===== src/rtl/float32_pkg.sv =====
`default_nettype none
// ============================================================================
// Module      : float32_pkg
// Description : Shared float32 / int32 constants and the classification
//               enum used by the float<->int streaming converters.
// Revision    : 1.0 - initial release
// ============================================================================
package float32_pkg;

   localparam int          F32_BIAS  = 127;
   localparam int          F32_EXP_W = 8;
   localparam int          F32_MAN_W = 23;

   localparam logic [31:0] INT32_MAX = 32'h7FFF_FFFF;
   localparam logic [31:0] INT32_MIN = 32'h8000_0000;

   // Bit positions inside the 2-bit tuser side channel
   localparam int          TUSER_SAT = 0;
   localparam int          TUSER_NAN = 1;

   // Outcome of classifying one float32 sample for conversion
   typedef enum logic [1:0] {
      ZERO   = 2'd0,
      NORMAL = 2'd1,
      SAT    = 2'd2,
      NAN    = 2'd3
   } f32_class_e;

endpackage : float32_pkg
`default_nettype wire


===== src/rtl/f32_classify.sv =====
`default_nettype none
// ============================================================================
// Module      : f32_classify
// Description : Combinational float32 field split and classification.
//               Produces class, sign, effective exponent (biased exponent
//               minus bias plus fractional bits) and the 24-bit magnitude
//               with the hidden one restored.
// Revision    : 1.0 - initial release
// ============================================================================
module f32_classify
   import float32_pkg::*;
#(
   parameter int FRAC_BITS = 0
) (
   input  logic [31:0]       word,
   output f32_class_e        cls,
   output logic              sign,
   output logic signed [9:0] exp_eff,
   output logic [23:0]       mag
);

   logic [F32_EXP_W-1:0] biased;
   logic [F32_MAN_W-1:0] man;

   assign biased  = word[30:F32_MAN_W];
   assign man     = word[F32_MAN_W-1:0];
   assign sign    = word[31];
   assign mag     = {1'b1, man};
   assign exp_eff = {2'b00, biased} - 10'(F32_BIAS) + 10'(FRAC_BITS);

   // Decide which output path the sample takes; -2^31 with an exact
   // exponent of 31 is representable and goes through the normal path.
   always_comb begin
      cls = ZERO;
      if (biased == '0) begin
         cls = ZERO;
      end else if (biased == '1) begin
         if (man != '0) cls = NAN;
         else           cls = SAT;
      end else if (exp_eff < 10'sd0) begin
         cls = ZERO;
      end else if (exp_eff >= 10'sd31) begin
         if (sign && (exp_eff == 10'sd31) && (man == '0)) cls = NORMAL;
         else                                              cls = SAT;
      end else begin
         cls = NORMAL;
      end
   end

endmodule : f32_classify
`default_nettype wire


===== src/rtl/float_to_int_axi.sv =====
`default_nettype none
// ============================================================================
// Module      : float_to_int_axi
// Description : Streaming float32 to signed Q(31-FRAC_BITS).FRAC_BITS
//               converter. Three-stage pipeline (classify, shift,
//               sign/saturate) with full AXI-stream backpressure. Rounds
//               toward zero, saturates on overflow, tuser = {nan, sat}.
//               FRAC_BITS legal range is 0..16.
// Revision    : 1.0 - initial release
// ============================================================================
module float_to_int_axi
   import float32_pkg::*;
#(
   parameter int FRAC_BITS = 0
) (
   input  logic        aclk,
   input  logic        rst,
   input  logic [31:0] s_axis_tdata,
   input  logic        s_axis_tvalid,
   output logic        s_axis_tready,
   output logic [31:0] m_axis_tdata,
   output logic [1:0]  m_axis_tuser,
   output logic        m_axis_tvalid,
   input  logic        m_axis_tready
);

   logic              en1, en2, en3;
   logic              v1, v2, v3;

   f32_class_e        cls_in;
   logic              sign_in;
   logic signed [9:0] exp_in;
   logic [23:0]       mag_in;

   f32_class_e        s1_cls;
   logic              s1_sign;
   logic signed [9:0] s1_exp;
   logic [23:0]       s1_mag;

   logic [4:0]        lsh, rsh;
   logic [31:0]       shifted;

   f32_class_e        s2_cls;
   logic              s2_sign;
   logic [31:0]       s2_mag;

   logic [31:0]       result;
   logic [1:0]        result_user;
   logic [31:0]       s3_data;
   logic [1:0]        s3_user;

   f32_classify #(
      .FRAC_BITS (FRAC_BITS)
   ) u_classify (
      .word    (s_axis_tdata),
      .cls     (cls_in),
      .sign    (sign_in),
      .exp_eff (exp_in),
      .mag     (mag_in)
   );

   // Each stage may advance when it is empty or its successor advances
   always_comb begin
      en3 = !v3 || m_axis_tready;
      en2 = !v2 || en3;
      en1 = !v1 || en2;
   end

   assign s_axis_tready = en1;
   assign m_axis_tvalid = v3;
   assign m_axis_tdata  = s3_data;
   assign m_axis_tuser  = s3_user;

   // Valid bits ripple forward on their stage enables
   always_ff @(posedge aclk or posedge rst) begin
      if (rst) begin
         v1 <= 1'b0;
         v2 <= 1'b0;
         v3 <= 1'b0;
      end else begin
         if (en1) v1 <= s_axis_tvalid;
         if (en2) v2 <= v1;
         if (en3) v3 <= v2;
      end
   end

   // S1: capture the classified input sample
   always_ff @(posedge aclk or posedge rst) begin
      if (rst) begin
         s1_cls  <= ZERO;
         s1_sign <= 1'b0;
         s1_exp  <= '0;
         s1_mag  <= '0;
      end else if (en1 && s_axis_tvalid) begin
         s1_cls  <= cls_in;
         s1_sign <= sign_in;
         s1_exp  <= exp_in;
         s1_mag  <= mag_in;
      end
   end

   // Align the magnitude to the output binary point; only normal samples
   // (exponent 0..31) carry a meaningful magnitude past this point.
   always_comb begin
      lsh     = s1_exp[4:0] - 5'd23;
      rsh     = 5'd23 - s1_exp[4:0];
      shifted = '0;
      if (s1_cls == NORMAL) begin
         if (s1_exp >= 10'sd23) shifted = {8'd0, s1_mag} << lsh;
         else                   shifted = {8'd0, s1_mag} >> rsh;
      end
   end

   // S2: register the shifted magnitude
   always_ff @(posedge aclk or posedge rst) begin
      if (rst) begin
         s2_cls  <= ZERO;
         s2_sign <= 1'b0;
         s2_mag  <= '0;
      end else if (en2 && v1) begin
         s2_cls  <= s1_cls;
         s2_sign <= s1_sign;
         s2_mag  <= shifted;
      end
   end

   // Apply sign, saturation and the exception flags
   always_comb begin
      result      = '0;
      result_user = '0;
      case (s2_cls)
         NORMAL: result = s2_sign ? (~s2_mag + 32'd1) : s2_mag;
         SAT: begin
            result                 = s2_sign ? INT32_MIN : INT32_MAX;
            result_user[TUSER_SAT] = 1'b1;
         end
         NAN: result_user[TUSER_NAN] = 1'b1;
         default: result = '0;
      endcase
   end

   // S3: output register, held while downstream stalls
   always_ff @(posedge aclk or posedge rst) begin
      if (rst) begin
         s3_data <= '0;
         s3_user <= '0;
      end else if (en3 && v2) begin
         s3_data <= result;
         s3_user <= result_user;
      end
   end

endmodule : float_to_int_axi
`default_nettype wire


===== config.mk =====
export PLATFORM = sky130hd
export DESIGN_NAME = float_to_int_axi
export DESIGN_NICKNAME = d
export VERILOG_FILES = /design/src/rtl/float32_pkg.sv /design/src/rtl/f32_classify.sv /design/src/rtl/float_to_int_axi.sv
export SDC_FILE = /design/constraint.sdc
export NUM_CORES = 1
export LEC_CHECK = 0
export CAP_MARGIN = 20
export CORE_ASPECT_RATIO = 0.9
export CORE_UTILIZATION = 40
export DETAILED_ROUTE_END_ITERATION = 6
export PLACE_DENSITY_LB_ADDON = 0.2
export RECOVER_POWER = 25
export SLEW_MARGIN = 20
export SYNTH_ARGS = -nofsm -noshare
export SYNTH_HDL_FRONTEND = slang
export SYNTH_SLANG_ARGS = --single-unit

===== constraint.sdc =====
create_clock -name aclk -period 5.05 [get_ports aclk]
set_clock_uncertainty 0.05 [all_clocks]
set_input_delay 1.515 -clock aclk [delete_from_list [all_inputs] [get_ports aclk]]
set_output_delay 1.515 -clock aclk [all_outputs]
set_load 0.01 [all_outputs]

==> flow_summary.ini <==
[run_status]
status = complete, but fails checks
violations_in_the_final_reports = max-capacitance violations, max-slew violations

[power]
pwr_density_cell_mw_per_mm2 = 468
worst_ir_drop_vdd_v = 0.000172
fin_total_pwr_w = 0.00433
power_leakage_nw = 3.80

[worst_setup_path]
ff2ff_setup_slack_ns = 1.45
path_class = in -> out
timing.critical_path.arrival_ns = 2.80
critical_path.n_buffers_inverters = 2
endpoint_kind = output pin
r2r-start = s1_exp[1]$_DFFE_PP0P_
largest_delay_contributor_family_on_the_critical_path = buffers and inverters
reg2regPathDepth = 8
worst_path_max_delay_cell = sky130_fd_sc_hd__dlygate4sd3_1
worst_ep_required_time_ns = 3.49
timing.critical_path.slowest_cell_delay_ns = 0.56
timing.critical_path.cells = dlygate4sd3_1 > nand4b_1 > clkdlybuf4s50_1
setup.worst_path.start_class = primary input
rr_endpoint = s2_mag[30]$_DFFE_PP0P_
crit_path_max_fanout = 3

[routing]
route.detailed.drc = 0
avgRoutedWirePerCell_um = 19.9
drt.antenna.violating_nets = 0
top_layer_used = met4
via_count = 6761
drt-initial-drc-count = 651
routed-wl-met3_um = 1460
first_pass_drt_iterations = 5
met2_length_um = 10300
route.detailed.vias_per_inst = 5.98
finalWirelength_um = 22600
wirelength_met1_um = 10500

[logic_synthesis]
synth-seq-area-share_pct = 33.8
syn-instance-count = 834
synth.avg_cell_area_um2 = 9.60
ys.flop_type = sky130_fd_sc_hd__dfrtp_1
syn_std_cell_area_mm2 = 0.00801
ys_warns = 0
synth_seq_cells = 108
number_of_synthesized_flops_with_an_enable_pin = 0
synth_area_leader_cell = sky130_fd_sc_hd__dfrtp_1
ys_top_cells_by_area = sky130_fd_sc_hd__dfrtp_1 (34%), sky130_fd_sc_hd__mux2_2 (11%), sky130_fd_sc_hd__mux2i_1 (5.8%)
synth_top_area_share_pct = 33.8
synth_cell_types = 78
net_count_synth = 878
asyncSetResetFlopFracSynth_pct = 100

[clocking]
htree_levels = 3
quantity_of_hold_fixing_buffers_added_after_cts = 0
cts_max_path_buffers = 2
cts-buffers-inserted = 9
root_driver = sky130_fd_sc_hd__clkbuf_16
post_cts_resized = 0
clock-sinks = 108
clkSlewWorstSetupHoldPaths_ns = 0.07
worst_skew_pair.late_latency_ns = 0.37
cts.repair_timing.setup_buffer_count = 0
tritoncts = yes

[die]
fp.dieArea_mm2 = 0.0206
core-area_mm2 = 0.0194
initial_utilization_pct = 41.3
die_y_um = 136
dieWidth_um = 151
core.rowCount = 48
io_pins = 72

[final_layout]
antenna-diode-count = 0
flow.area_growth_from_synthesis_pct = 15.5
final_cells = 1131
final_cell_mix = sky130_fd_sc_hd__dfrtp_1 (107), sky130_fd_sc_hd__mux2_2 (79), sky130_fd_sc_hd__clkdlybuf4s50_1 (69)
final_layout_size_suffix_gt1_share_pct = 17.4
num-fill-cells = 1839
fin_nets = 920
mostFrequentLayoutCell = sky130_fd_sc_hd__dfrtp_1
ff_latch_area_mm2 = 0.00270
multiInputGateArea_mm2 = 0.00495

[flow_run]
max-cap-violations = 1

[global_routing]
number_of_antenna_violations_at_the_first_check_in_global_routing = 0
grt_usage_pct = 23.2
grt_pass1_vias = 6516
grt_first_pass_wirelength_um = 36500
globalRoute.totalOverflow = 0
largest_net_degree_at_the_start_of_global_routing = 66

[worst_hold_path]
worstHoldStart = m_axis_tdata[2]$_DFFE_PP0P_
hold_depth = 2
hp-class = reg -> reg
worstHoldEndpoint = m_axis_tdata[2]$_DFFE_PP0P_

[timing]
maxClockFrequency_ghz = 0.229
hold_viol = 0
final.hold.worst_slack_ns = 0.432
finalSetupTns_ns = 0
setup_violations = 0
grt_setup_unrepaired = false
final_critical_path_setup_slack_ns = 0.683
maxSlewViolCount = 66
worst_pin_slew_ns = 2.61
min_period_ns = 4.37
final.period_utilization_pct = 86.5
max_slew_margin_pct = -73.7

[placement]
finalWeightedCongestion = 0.920
pre_cts_slack_ns = 0.787
placement.io_buffers = 71
post-dp-hpwl_um = 16600
place.detailed.instances = 1115
==> worst register-to-register path, cell delays in order (launching register included) <==
cell,delay [ns]
sky130_fd_sc_hd__dfrtp_1,0.36
sky130_fd_sc_hd__buf_4,0.26
sky130_fd_sc_hd__ha_1,1.02
sky130_fd_sc_hd__mux2_2,0.47
sky130_fd_sc_hd__a22o_1,0.33
sky130_fd_sc_hd__mux2i_1,0.36
sky130_fd_sc_hd__a21oi_1,0.20
sky130_fd_sc_hd__nand2b_1,0.18
sky130_fd_sc_hd__a32o_1,0.26
==> cell usage after synthesis (all sizes together), types with 3 or more instances <==
| master | instances |
|---|---|
| dfrtp | 108 |
| mux2 | 88 |
| nand2 | 64 |
| nor2 | 64 |
| o21ai | 64 |
| a21oi | 62 |
| mux2i | 46 |
| buf | 30 |
| clkbuf | 29 |
| xor2 | 29 |
| nor3 | 18 |
| mux4 | 16 |
| o31ai | 16 |
| inv | 15 |
| nand2b | 15 |
| xnor2 | 13 |
| a221oi | 12 |
| a22o | 11 |
| nand3 | 11 |
| a22oi | 10 |
| ha | 8 |
| a31oi | 7 |
| or4 | 7 |
| nand4 | 6 |
| nor4 | 6 |
| a211oi | 5 |
| and3 | 5 |
| nor2b | 5 |
| o211ai | 5 |
| or3 | 5 |
| a2111oi | 4 |
| a211o | 4 |
| o221ai | 4 |
| o41ai | 4 |
| a221o | 3 |
| a2bb2oi | 3 |
| and2 | 3 |
| nand3b | 3 |
| o22ai | 3 |
| or2 | 3 |
==> state kept, by name, summed over array words and instances (netlist names) <==
register / cells
v2: 1
s2_sign: 1
s2_mag: 32
s2_cls: 2
s1_mag: 24
m_axis_tvalid: 1
m_axis_tuser: 2
s1_exp: 9
s1_cls: 2
s1_sign: 1
v1: 1
m_axis_tdata: 32
==> how the worst max path moves through the flow <==
stage | to | depth (start not counted) | start
after floorplan | m_axis_tdata[0]$_DFFE_PP0P_ | 1 | rst
after global placement | s_axis_tready | 3 | m_axis_tready
after detailed placement | s_axis_tready | 3 | m_axis_tready
after CTS | s_axis_tready | 3 | m_axis_tready
after global routing | s1_cls[0]$_DFFE_PP0P_ | 2 | rst
final | s_axis_tready | 3 | m_axis_tready
==> power breakdown <==
part           switching, W  internal, W
logic               0.00119     0.000982
registers          0.000214      0.00104
clock network      0.000361     0.000540
==> layer usage <==
metal	vias to the layer above	GRT usage, %
li1	3207	-
met1	3288	32.7
met2	226	36.2
met3	40	4.77
met4	0	5.28
met5	-	0
==> final cells by class <==
cell class              count  share of cell area [%]
clock buffers               9                    2.44
clock inverters             7                    1.57
inverters                  15                   0.609
multi-input cells         652                    53.5
flip-flops and latches    108                    29.3
well taps                 250                    3.38
repair buffers             90                    9.23
==> logic make-up after synthesis <==
| group | after synthesis | share of synthesized area, % |
|---|---|---|
| AO/OA/AOI/OAI | 233 | 19.1 |
| XOR/XNOR | 42 | 5.25 |
| adder cells (fa/ha/maj) | 8 | 1.25 |
| buffers and inverters | 74 | 4.45 |
| flip-flops | 108 | 33.8 |
| multiplexers | 150 | 22.7 |
| AND/OR/NAND/NOR | 219 | 13.5 |
==> per-stage QoR <==
| step | area (um2) | utilization, % |
|---|---|---|
| after global placement | 8880 | 45.8 |
| after global routing | 9240 | 47.7 |
| after floorplan | 8010 | - |
| final | 9240 | 47.7 |
| after detailed placement | 8880 | 45.8 |
| after CTS | 9250 | 47.7 |
Note: power is estimated with default switching activity, not from simulation.
